<file path="config.mk">
export PLATFORM = sky130hd
export DESIGN_NAME = seg7_decimal_scanner
export DESIGN_NICKNAME = d
export VERILOG_FILES = /design/src/rtl/seg7_decimal_scanner.sv
export SDC_FILE = /design/constraint.sdc
export NUM_CORES = 1
export LEC_CHECK = 0
export ABC_AREA = 1
export CELL_PAD_IN_SITES_DETAIL_PLACEMENT = 0
export CELL_PAD_IN_SITES_GLOBAL_PLACEMENT = 1
export CORE_MARGIN = 1.5
export CORE_UTILIZATION = 26
export DETAILED_ROUTE_END_ITERATION = 10
export PLACE_DENSITY_LB_ADDON = 0.1
export SLEW_MARGIN = 20
export SYNTH_ARGS = -nofsm -noshare
export SYNTH_HDL_FRONTEND = slang
export SYNTH_SLANG_ARGS = --single-unit
</file>
<file path="constraint.sdc">
create_clock -name clk -period 2.63 [get_ports clk]
set_input_delay 0.6575 -clock clk [delete_from_list [all_inputs] [get_ports clk]]
set_output_delay 0.6575 -clock clk [all_outputs]
set_load 0.02 [all_outputs]
</file>
<file path="src/rtl/seg7_decimal_scanner.sv">
// Multiplexed 7-segment driver for signed two's-complement values.
// A sequential double-dabble converter fills a BCD display register; a free-running
// scan counter walks the active-low digit enables and loads the matching glyph.
module seg7_decimal_scanner #(
  parameter int W          = 16,
  parameter int DIGITS     = 8,
  parameter int DIV_M      = 2**17,
  parameter int LEAD_BLANK = 1
) (
  input  logic              clk,
  input  logic              rst,
  input  logic              value_valid,
  input  logic [W-1:0]      value,
  output logic              busy,
  output logic              ovf,
  output logic [DIGITS-1:0] an,
  output logic [6:0]        pin
);

  localparam int NB = DIGITS - 1;          // numeric digits, top digit is the sign slot
  localparam int BW = 4 * NB;              // BCD scratch width
  localparam int CW = (DIV_M > 1) ? $clog2(DIV_M) : 1;
  localparam int SW = (W > 1) ? $clog2(W) : 1;
  localparam int IW = (DIGITS > 1) ? $clog2(DIGITS) : 1;

  localparam logic [6:0] GLYPH_BLANK = 7'b111_1111;
  localparam logic [6:0] GLYPH_MINUS = 7'b111_1110;
  localparam logic [6:0] GLYPH_E     = 7'b011_0000;

  typedef enum logic {S_IDLE, S_SHIFT} state_t;

  state_t          state_q, state_d;
  logic            sign_q, sign_d;
  logic [W-1:0]    mag_q, mag_d;
  logic [BW-1:0]   bcd_q, bcd_d;
  logic            carry_q, carry_d;
  logic [SW-1:0]   shift_cnt_q, shift_cnt_d;
  logic            commit;

  logic [BW-1:0]   disp_bcd_q;
  logic            disp_sign_q;
  logic            disp_ovf_q;

  logic [CW-1:0]   scan_cnt_q;
  logic [IW-1:0]   idx_q, idx_next;
  logic [DIGITS-1:0] an_q;
  logic [6:0]      pin_q;
  logic            tick;

  logic [W-1:0]    value_abs;
  logic [BW-1:0]   bcd_adj;
  logic [BW-1:0]   bcd_shift;
  logic            bit_out;
  logic [3:0]      nib [DIGITS];
  logic [IW-1:0]   msd;
  logic [6:0]      glyph;

  function automatic logic [6:0] seg7(input logic [3:0] d);
    case (d)
      4'd0:    seg7 = 7'b000_0001;
      4'd1:    seg7 = 7'b100_1111;
      4'd2:    seg7 = 7'b001_0010;
      4'd3:    seg7 = 7'b000_0110;
      4'd4:    seg7 = 7'b100_1100;
      4'd5:    seg7 = 7'b010_0100;
      4'd6:    seg7 = 7'b010_0000;
      4'd7:    seg7 = 7'b000_1111;
      4'd8:    seg7 = 7'b000_0000;
      4'd9:    seg7 = 7'b000_0100;
      default: seg7 = GLYPH_BLANK;
    endcase
  endfunction

  // Most negative input maps to 2**(W-1), which still fits as W-bit unsigned.
  assign value_abs = value[W-1] ? (~value + W'(1)) : value;

  // Double-dabble add-3 correction on every BCD nibble, then the shift.
  for (genvar gi = 0; gi < NB; gi++) begin : g_adj
    assign bcd_adj[4*gi +: 4] = (bcd_q[4*gi +: 4] >= 4'd5) ? bcd_q[4*gi +: 4] + 4'd3
                                                           : bcd_q[4*gi +: 4];
  end
  assign bcd_shift = {bcd_adj[BW-2:0], mag_q[W-1]};
  assign bit_out   = bcd_adj[BW-1];

  // Conversion state register; reset aborts any conversion in flight.
  always_ff @(posedge clk) begin
    if (rst) begin
      state_q     <= S_IDLE;
      sign_q      <= 1'b0;
      mag_q       <= '0;
      bcd_q       <= '0;
      carry_q     <= 1'b0;
      shift_cnt_q <= '0;
    end else begin
      state_q     <= state_d;
      sign_q      <= sign_d;
      mag_q       <= mag_d;
      bcd_q       <= bcd_d;
      carry_q     <= carry_d;
      shift_cnt_q <= shift_cnt_d;
    end
  end

  // Conversion next-state: accept in IDLE, W shift steps, commit on the last one.
  always_comb begin
    state_d     = state_q;
    sign_d      = sign_q;
    mag_d       = mag_q;
    bcd_d       = bcd_q;
    carry_d     = carry_q;
    shift_cnt_d = shift_cnt_q;
    commit      = 1'b0;
    case (state_q)
      S_IDLE: begin
        if (value_valid) begin
          sign_d      = value[W-1];
          mag_d       = value_abs;
          bcd_d       = '0;
          carry_d     = 1'b0;
          shift_cnt_d = '0;
          state_d     = S_SHIFT;
        end
      end
      S_SHIFT: begin
        bcd_d       = bcd_shift;
        mag_d       = {mag_q[W-2:0], 1'b0};
        carry_d     = carry_q | bit_out;
        shift_cnt_d = shift_cnt_q + SW'(1);
        if (shift_cnt_q == SW'(W - 1)) begin
          commit  = 1'b1;
          state_d = S_IDLE;
        end
      end
      default: state_d = S_IDLE;
    endcase
  end

  // Display registers: only a completed conversion or reset changes them.
  always_ff @(posedge clk) begin
    if (rst) begin
      disp_bcd_q  <= '0;
      disp_sign_q <= 1'b0;
      disp_ovf_q  <= 1'b0;
    end else if (commit) begin
      disp_bcd_q  <= bcd_d;
      disp_sign_q <= sign_q;
      disp_ovf_q  <= carry_d;
    end
  end

  // Per-digit nibble view; the sign slot reads as zero.
  for (genvar gi = 0; gi < DIGITS; gi++) begin : g_nib
    if (gi < NB) begin : g_num
      assign nib[gi] = disp_bcd_q[4*gi +: 4];
    end else begin : g_sign
      assign nib[gi] = 4'd0;
    end
  end

  // Highest nonzero digit index, 0 when the whole value is zero.
  always_comb begin
    msd = '0;
    for (int i = 0; i < NB; i++) begin
      if (nib[i] != 4'd0) msd = IW'(i);
    end
  end

  assign tick     = (scan_cnt_q == CW'(DIV_M - 1));
  assign idx_next = (idx_q == IW'(DIGITS - 1)) ? '0 : idx_q + IW'(1);

  // Glyph for the digit that becomes active on the next tick.
  always_comb begin
    glyph = GLYPH_BLANK;
    if (disp_ovf_q) begin
      if (idx_next == '0) glyph = GLYPH_E;
    end else if (LEAD_BLANK != 0) begin
      if (idx_next <= msd) glyph = seg7(nib[idx_next]);
      else if ((idx_next == msd + IW'(1)) && disp_sign_q) glyph = GLYPH_MINUS;
    end else begin
      if (int'(idx_next) < NB) glyph = seg7(nib[idx_next]);
      else if (disp_sign_q) glyph = GLYPH_MINUS;
    end
  end

  // Scan: enable and glyph move together on each tick so they never skew.
  always_ff @(posedge clk) begin
    if (rst) begin
      scan_cnt_q <= '0;
      idx_q      <= '0;
      an_q       <= {{(DIGITS-1){1'b1}}, 1'b0};
      pin_q      <= GLYPH_BLANK;
    end else if (tick) begin
      scan_cnt_q <= '0;
      idx_q      <= idx_next;
      an_q       <= {an_q[DIGITS-2:0], an_q[DIGITS-1]};
      pin_q      <= glyph;
    end else begin
      scan_cnt_q <= scan_cnt_q + CW'(1);
    end
  end

  assign busy = (state_q == S_SHIFT);
  assign ovf  = disp_ovf_q;
  assign an   = an_q;
  assign pin  = pin_q;

endmodule
</file>
-- Yosys cells after proc, flatten, opt, wreduce, memory -nomap -nowiden
Memory sizes are Yosys's and may differ from the RTL's.
Index checks and enable logic that the tools add are counted.
- bits in registers: 116
- bits in read-only memories: 112
- input bits: 19
- output and inout port bits: 17
- logic and storage cells: 89
- memories kept: 1
- $add $sub $neg: 12
- order comparisons: 9
- equality and inequality tests: 5
- muxes and demuxes: 35
- bitwise operators: 4
- reductions and logical operators: 10
- memories (memory ; depth ; bits a word ; read ports ; clocked after Yosys merged registers in ; write ports ; line ; RTL):
    (name not given) ; 16 ; 7 ; 1 ; 0 ; 0 ; 59 ; case (d)
- operators by type and width (kind ; number):
    case mux 28 bit (2 select lines) ; 1
    2-to-1 mux 4 bit ; 10
    2-to-1 mux 16 bit ; 2
    case mux 16 bit (2 select lines) ; 1
    adder 4 x 2 -> 4 bit (second input constant) ; 7
    >= comparator 4 x 3 -> 1 bit (second input constant) ; 7
    2-to-1 mux 28 bit ; 1
    nonzero test 4 bit ; 6
    2-to-1 mux 7 bit ; 3
    2-to-1 mux 3 bit ; 6
    adder 17 x 1 -> 17 bit (second input constant) ; 1
    equality test 17 bit (second input constant) ; 1
    adder 16 x 1 -> 16 bit (second input constant) ; 1
    inverter 16 bit ; 1
    binary-select mux 4 bit (select 3 bit) ; 1
    case mux 4 bit (2 select lines) ; 1
    2-to-1 mux 1 bit ; 7
    adder 3 x 1 -> 3 bit (second input constant) ; 2
    adder 4 x 1 -> 4 bit (second input constant) ; 1
    equality test 4 bit (second input constant) ; 1
    >= comparator 4 bit (second input constant) ; 1
    inverter 3 -> 4 bit ; 1
    case mux 1 bit (2 select lines) ; 2
    equality test 3 bit ; 1
    9 further kinds ; 9

-- Depth between registers and ports, before layout
Gate-level depths: netlist of run 1.
- depth after elaboration: 13
- mapped depth: 19
- mapped depth without buffers: 18

-- Worst setup path before layout of run 1
OpenSTA, ideal clock, no wires.
- path kind: reg2reg
- start: register scan_cnt_q[0]
- end: register pin_q[5], in the netlist pin[5]
- setup time: 0.116 ns
- arrival time: 2.362 ns
- data required time: 2.514 ns
- setup slack: 0.152 ns
- stages on the path, launching flop included: 16
- path buffers: 0
- period minus slack after synthesis: 2.478 ns
- cell sequence: dfxtp_1 ha_1 nand2_1 nor2_1 nand3_1 nor3_2 nand4_1 nor3_1 nand3_1 nor2_1 ha_1 inv_1 nor2_1 o21ai_0 o22ai_1 inv_1
- cells in the longest elaborated chain, start to end: 1
- ends and longest elaborated chain (element ; line ; RTL):
    from (decl) ; 44 ; logic [CW-1:0] scan_cnt_q;
    from (signal assigned) ; 198 ; scan_cnt_q <= scan_cnt_q + CW'(1);
    equality test 17 bit ; 168 ; assign tick = (scan_cnt_q == CW'(DIV_M - 1));
    to (signal assigned) ; 196 ; pin_q <= glyph;
    to (decl) ; 47 ; logic [6:0] pin_q;
Every way passes these cells.
A chain may end at the register's enable or synchronous reset.

-- Worst setup path in the final report of run 1
- start: register scan_cnt_q[1]
- end: register pin_q[4], in the netlist pin[4]
The elaborated chain is that of the path after synthesis.

==> impl_metrics.csv, run 1 <==
group,metric,value,unit
status,outcome,"complete, no violations",
drt,drt_drc_violations_left,0,
synth,yosysMostFrequentCell,"inv_1",
timing,maxSlewHeadroom,0.6736,
setup_path,required,2.93,ns
synth,ys_seq_area_frac,0.3817,
timing,setup_violations,0,
final_layout,final_util,0.3340,
floorplan,die_w,156.0,um
drt,wire_per_inst,13.13,um
final_layout,fillers,2463,
setup_path,crit_end,"pin[4]",
drt,drt_first_pass_iters,4,
synth,synth_area_leader_cell,"dfxtp_1",
setup_path,worstSetupPathType,"register to register",
clock_network,clkLatencyLatePin,0.42,ns
timing,skew,0.01048,ns
timing,finalHoldViolCount,0,
run,maxCapViolations,0,
synth,synth_area,6085,um^2
final_layout,layout.nets,972,
setup_path,start_kind,"register",
synth,synth-main-ff-cell,"dfxtp_1",
placement,place_hpwl,11850,um
setup_path,r2r_end,"pin[4]",
setup_path,timing.rr.start,"scan_cnt_q[1]",
synth,synth_nets,921,
clock_network,clockBufferDepth,2,
drt,ant_nets,0,
floorplan,rows,55,
timing,finalCriticalPeriod,2.480,ns
timing,worst_pin_slew,0.4845,ns
timing,setup_tns,0,ns
floorplan,io_pins,36,
setup_path,crit_path_top_delay_cell,"dfxtp_2",
setup_path,cpLargestDelayFamily,"simple AND/OR/NAND/NOR gates",
setup_path,path_cells,"ha_4, nand2_4, nor2_4, nand3_4, nor3_4, nand4_1, nor3_2, nand3_1, nor2_1, ha_2, clkinvlp_4, nor2_4, nand2_1, o22a_1",
clock_network,postCtsHoldBufs,0,
clock_network,path_clk_slew,0.06,ns
synth,yosys.area_share.simple,0.2036,
setup_path,r2r_cells,14,
setup_path,path_depth,14,
clock_network,cts.htree.levels,4,
floorplan,start_util,0.2671,
global_route,grt_start_max_net_pins,78,
drt,routed_wl,16410,um
clock_network,cts_tree,"done",
power_and_ir_drop,total_leakage_power,0.003241,uW
final_layout,layout-drive-gt1-share,0.1100,
timing,timing.fmax,0.4032,GHz
timing,rsz0062_at_grt,"yes",
setup_path,cp-startpoint,"scan_cnt_q[1]",
drt,first_iter_violations,252,
synth,synth.top_cell.area_share,0.3817,
synth,synth_top_family_by_area,"compound AO/OA/AOI/OAI gates",
global_route,grt_pass1_wl,27250,um
synth,synth_compound_area_frac,0.2194,
min_path,hold_class,"register to register",
synth,synth_commonest_cells,"154 x inv_1, 124 x nand2_1, 116 x dfxtp_1",
synth,yosys_warnings,0,
placement,gp_congestion,0.7390,
placement,port_buffers,35,
timing,slew_viol_final,0,
synth,synthCells,872,
clock_network,cts.sinks,116,
global_route,grt-ovfl-total,0,
global_route,first_global_vias,5232,
final_layout,syn_to_final_growth,25.05,%
setup_path,ff2ff_setup_slack,0.15,ns
synth,synth_area_per_cell,6.978,um^2
min_path,hold_path.startpoint,"sign_q",
timing,period_share,0.9431,
setup_path,crit_buf_inv,1,
clock_network,cts_made_buffers,17,
setup_path,crit_path_frequent_cell,"nor2_4",
floorplan,die_h,156.0,um
final_layout,final_cell_area,7609,um^2
drt,num_vias,5488,
global_route,antenna_found_initial,0,
synth,synth_edf_count,0,
setup_path,crit_path_max_incr_delay,0.35,ns
power_and_ir_drop,powerDensity,564.0,nW/um^2
synth,synth_mux_area_frac,0,
global_route,grtUsageTotal,0.1421,
synth,ys_types,43,
clock_network,cts-root-buf,"clkbuf_16",
final_layout,insertedDiodeCount,0,
synth,synth_fa_ha_area_frac,0.06169,
power_and_ir_drop,ir_drop,0.3557,mV
power_and_ir_drop,p_total,4291,uW
synth,ys_ff_latch,116,
setup_path,end_kind,"register",
synth,yosys.area_share.xor_xnor,0.01295,
floorplan,core_area,22780,um^2
setup_path,cp.arrival,2.78,ns
drt,via_per_inst,4.394,
placement,placed_area,6877,um^2
floorplan,die_area,24330,um^2
timing,whs,0.4612,ns
synth,async_flop_share,0,
setup_path,cp_max_fo,6,
synth,synth_area_leaders,"dfxtp_1 38%, inv_1 9.5%, o21ai_0 9.4%, nand2_1 7.6%, ha_1 6.2%",
cells by family (layout without fill, tap and decap cells):
family | after synthesis | in the layout
AOI/OAI and AO/OA | 240 | 240
xor gates and xnor gates | 9 | 9
adders and majority gates | 30 | 30
buffers and inverters | 191 | 255
DFF | 116 | 116
and+or+nand+nor | 286 | 286
where the power goes:
group / internal [uW] / switching, uW / total (uW)
clock network: 1330 / 933 / 2260
registers: 1780 / 17.9 / 1800
logic: 88.2 / 144 / 232
what timing repair did:
action / 4_1_cts / 5_1_grt
resized for setup: 0 / 30
buffers inserted: 0 / 4
endpoints found under the setup margin: 0 / 19
per-layer routing:
layer  track usage  vias up  wire length [um]
li1              -     2961                 -
met1        0.2007     2469              8753
met2        0.2159       47              7101
met3       0.03056       11               385
met4       0.04082        0               165
met5             0        -                 0
through the flow:
step / cells / setup slack [ns]
after floorplan: 872 / 0.1523
after global placement: 1213 / 0.09260
after global routing: 1249 / -0.1110
after CTS: 1245 / 0.03587
final: 1249 / 0.1496
after detailed placement: 1213 / 0.05169
layout by cell type, fill, tap and decap left out, types with 3 or more instances in the layout:
| cell type | instances |
|---|---|
| nand3_2 | 4 |
| a21oi_1 | 66 |
| inv_1 | 153 |
| nand3_1 | 39 |
| nand2_1 | 123 |
| o21ai_0 | 112 |
| nor3_1 | 5 |
| clkinv_4 | 5 |
| a31oi_1 | 12 |
| ha_1 | 27 |
| xor2_1 | 8 |
| clkdlybuf4s50_1 | 34 |
| inv_2 | 4 |
| a22oi_2 | 7 |
| o22ai_1 | 4 |
| nor2_1 | 86 |
| clkbuf_16 | 17 |
| nor4_1 | 3 |
| a211oi_1 | 6 |
| dfxtp_1 | 114 |
| clkinv_1 | 3 |
| o21ai_1 | 7 |
| buf_4 | 25 |
| a22oi_1 | 11 |
| a32oi_1 | 3 |
| inv_6 | 4 |
| nand2_4 | 3 |
| nand4_1 | 7 |
| nand2_2 | 4 |
worst min path at each step:
stage | cells after the start | end | slack (ns)
floorplan | 1 | scan_cnt_q[0] | 0.42
global placement | 1 | scan_cnt_q[0] | 0.44
detailed placement | 1 | scan_cnt_q[0] | 0.44
CTS | 1 | scan_cnt_q[0] | 0.45
global route | 1 | shift_cnt_q[3] | 0.48
finish | 2 | sign_q | 0.46
worst register-to-register path, stage by stage, from the launching register on:
cell and delay [ns]:
dfxtp_2 0.35, ha_4 0.15, nand2_4 0.06, nor2_4 0.14, nand3_4 0.09, nor3_4 0.18, nand4_1 0.15, nor3_2 0.18
nand3_1 0.11, nor2_1 0.13, ha_2 0.21, clkinvlp_4 0.19, nor2_4 0.19, nand2_1 0.07, o22a_1 0.17
registers in the layout, summed over array words and instances (netlist names):
name and flops:
an 8, idx_q 3, scan_cnt_q 17, pin 7
sign_q 1, busy 1, ovf 1, bcd_q 28
disp_bcd_q 28, carry_q 1, disp_sign_q 1, mag_q 16
shift_cnt_q 4
cell type report:
class	count	area, um^2	share of cell area
Multi-Input combinational cell	565	3146	0.4134
Timing Repair Buffer	62	564.3	0.07417
Sequential cell	116	2325	0.3055
Clock inverter	15	148.9	0.01957
Inverter	161	608.1	0.07992
Tap cell	313	391.6	0.05147
Clock buffer	17	425.4	0.05591
Note: power is estimated with default switching activity, not from simulation.
==> inputs of run 2 (changes only) <==
--- a/config.mk
+++ b/config.mk
@@ -12,6 +12,7 @@
 export CORE_UTILIZATION = 26
 export DETAILED_ROUTE_END_ITERATION = 10
 export PLACE_DENSITY_LB_ADDON = 0.1
+export SKIP_LAST_GASP = 1
 export SLEW_MARGIN = 20
 export SYNTH_ARGS = -nofsm -noshare
 export SYNTH_HDL_FRONTEND = slang
==> results of run 2 <==
The final DEF is identical to that of run 1; final timing and power are the same.
==> inputs of run 3 (changes only) <==
--- a/config.mk
+++ b/config.mk
@@ -10,6 +10,7 @@
 export CELL_PAD_IN_SITES_GLOBAL_PLACEMENT = 1
 export CORE_MARGIN = 1.5
 export CORE_UTILIZATION = 26
+export CTS_BUF_LIST = sky130_fd_sc_hd__clkbuf_2
 export DETAILED_ROUTE_END_ITERATION = 10
 export PLACE_DENSITY_LB_ADDON = 0.1
 export SKIP_LAST_GASP = 1
==> run 3 against run 2 <==
Cell count barely moved. Global-route usage down 0.071 points. Final area shrank 4.4%. Sequential share of layout area rose by 1.5 points. Combinational power hardly changed. Clock-buffer cell count unchanged. Critical path type unchanged. Highest routed layer unchanged.
==> impl_metrics.csv, run 3 (same netlist as run 1, synthesis figures left out) <==
group,metric,value,unit
power_and_ir_drop,total_leakage_power,0.003107,uW
final_layout,layout-drive-gt1-share,0.1122,
floorplan,die_area,24330,um^2
setup_path,required,3.23,ns
drt,ant_nets,0,
setup_path,crit_path_top_delay_cell,"dfxtp_2",
setup_path,path_cells,"ha_4, nand2_4, nor2_4, nand3_4, nor3_4, nand4_1, nor3_2, nand3_1, nor2_1, ha_2, clkinvlp_4, nor2_4, nand2_1, o22a_1",
clock_network,cts-root-buf,"clkbuf_2",
clock_network,cts_tree,"done",
timing,slew_viol_final,0,
clock_network,cts_made_buffers,17,
final_layout,final_common_cell,"inv_1",
min_path,hold_depth,3,
setup_path,crit_path_max_incr_delay,0.40,ns
floorplan,io_pins,36,
global_route,grt_pass1_wl,27140,um
timing,skew,0.03999,ns
clock_network,cts.htree.levels,4,
timing,period_share,0.9519,
drt,routed_wl,16430,um
global_route,antenna_found_initial,1,
setup_path,cp.arrival,3.10,ns
final_layout,syn_to_final_growth,19.60,%
setup_path,crit_path_frequent_cell,"nor2_4",
floorplan,rows,55,
setup_path,cp_max_fo,6,
power_and_ir_drop,ir_drop,0.1614,mV
setup_path,r2r_end,"pin[4]",
timing,rsz0062_at_grt,"yes",
global_route,grt_start_max_net_pins,78,
floorplan,core_area,22780,um^2
run,maxCapViolations,0,
setup_path,start_kind,"register",
placement,port_buffers,35,
final_layout,final_util,0.3195,
final_layout,layout_common_cells,"153 x inv_1, 123 x nand2_1, 112 x o21ai_0, 112 x dfxtp_1, 86 x nor2_1",
setup_path,worstSetupPathType,"register to register",
setup_path,crit_buf_inv,1,
clock_network,clkLatencyLatePin,0.68,ns
power_and_ir_drop,powerDensity,443.4,nW/um^2
clock_network,path_clk_slew,0.22,ns
min_path,hold_class,"input pin to register",
timing,finalHoldViolCount,0,
drt,num_vias,5475,
timing,timing.fmax,0.3994,GHz
status,outcome,"complete, no violations",
clock_network,clockBufferDepth,2,
global_route,grtUsageTotal,0.1414,
drt,via_per_inst,4.380,
drt,drt_first_pass_iters,4,
setup_path,r2r_cells,14,
global_route,grt-ovfl-total,0,
drt,first_iter_violations,237,
timing,setup_violations,0,
timing,worst_pin_slew,0.4846,ns
power_and_ir_drop,p_total,3227,uW
global_route,first_global_vias,5227,
drt,drt_drc_violations_left,0,
timing,finalCriticalPeriod,2.504,ns
placement,gp_congestion,0.7390,
clock_network,postCtsHoldBufs,0,
floorplan,start_util,0.2671,
floorplan,die_w,156.0,um
setup_path,timing.rr.start,"scan_cnt_q[1]",
setup_path,end_kind,"register",
floorplan,die_h,156.0,um
final_layout,layout.nets,972,
drt,wire_per_inst,13.14,um
min_path,holdPathEnd,"pin[2]",
setup_path,cpLargestDelayFamily,"simple AND/OR/NAND/NOR gates",
placement,place_hpwl,11850,um
min_path,hold_path.startpoint,"rst",
clock_network,cts.sinks,116,
timing,maxSlewHeadroom,0.6735,
final_layout,top_regs,"bcd_q x28, disp_bcd_q x28, scan_cnt_q x17",
setup_path,ff2ff_setup_slack,0.13,ns
==> run 3: cell types whose count changed in the layout (fill, tap and decap cells not counted), sizes merged <==
cell and delta:
diode +1
==> run 3: worst reg2reg max path, delay by kind of cell, from the launching register on <==
kind            cells  cell delay (ns)
simple gates       10             1.29
compound gates      1             0.17
flops               1             0.40
buf+inv             1             0.19
fa+ha+maj           2             0.36
==> run 3: routing by layer <==
metal | GRT usage | up-vias | part of all wire
li1 | - | 2956 | -
met1 | 0.1997 | 2452 | 0.53
met2 | 0.2159 | 55 | 0.43
met3 | 0.02972 | 12 | 0.027
met4 | 0.03946 | 0 | 0.011
met5 | 0 | - | 0
==> run 3: what timing repair did <==
item,4_1_cts,5_1_grt
setup endpoints to repair,4,25
setup buffers,0,4
pin swaps,0,10
gates resized for setup,2,31
cloned,0,0
==> run 3: where the power goes <==
part | total (uW) | switching (uW) | leakage [uW] | internal, uW
logic | 232 | 144 | 0.00202 | 88.3
registers | 1800 | 18.0 | 0.000940 | 1790
clock network | 1190 | 820 | 0.000144 | 370
total | 3230 | 982 | 0.00311 | 2240
==> run 3: final cells by class <==
type,instances,area (um^2)
fill,2510,15500
multi-input combinational,565,3147
sequential,116,2330
antenna,1,2.502
clock inverter,15,148.9
clock buffer,17,85.08
timing repair buffer,62,564.3
tap,313,391.6
inverter,161,608.1
==> run 3: stage by stage <==
stage / std cells / hold WS, ns / cell area (um^2) / setup slack, ns / setup TNS [ns]
final: 1250 / 0.3509 / 7277 / 0.1264 / 0
after global routing: 1250 / 0.2726 / 7277 / -0.1454 / -1.972
after CTS: 1245 / 0.2221 / 7118 / 0.004118 / 0
after detailed placement: 1213 / 0.4419 / 6877 / 0.05169 / 0
after global placement: 1213 / 0.4361 / 6877 / 0.09260 / 0
after floorplan: 872 / 0.4175 / 6085 / 0.1523 / 0
==> run 3: how the worst max path moves through the flow <==
stage	from	to	slack (ns)	depth (start not counted)
detailed placement	scan_cnt_q[0]	pin[6]	0.05	14
global route	scan_cnt_q[0]	pin[3]	-0.15	14
finish	scan_cnt_q[1]	pin[4]	0.13	14
floorplan	scan_cnt_q[0]	pin[5]	0.15	15
global placement	scan_cnt_q[0]	pin[1]	0.09	14
CTS	ovf	ovf	0.004	1
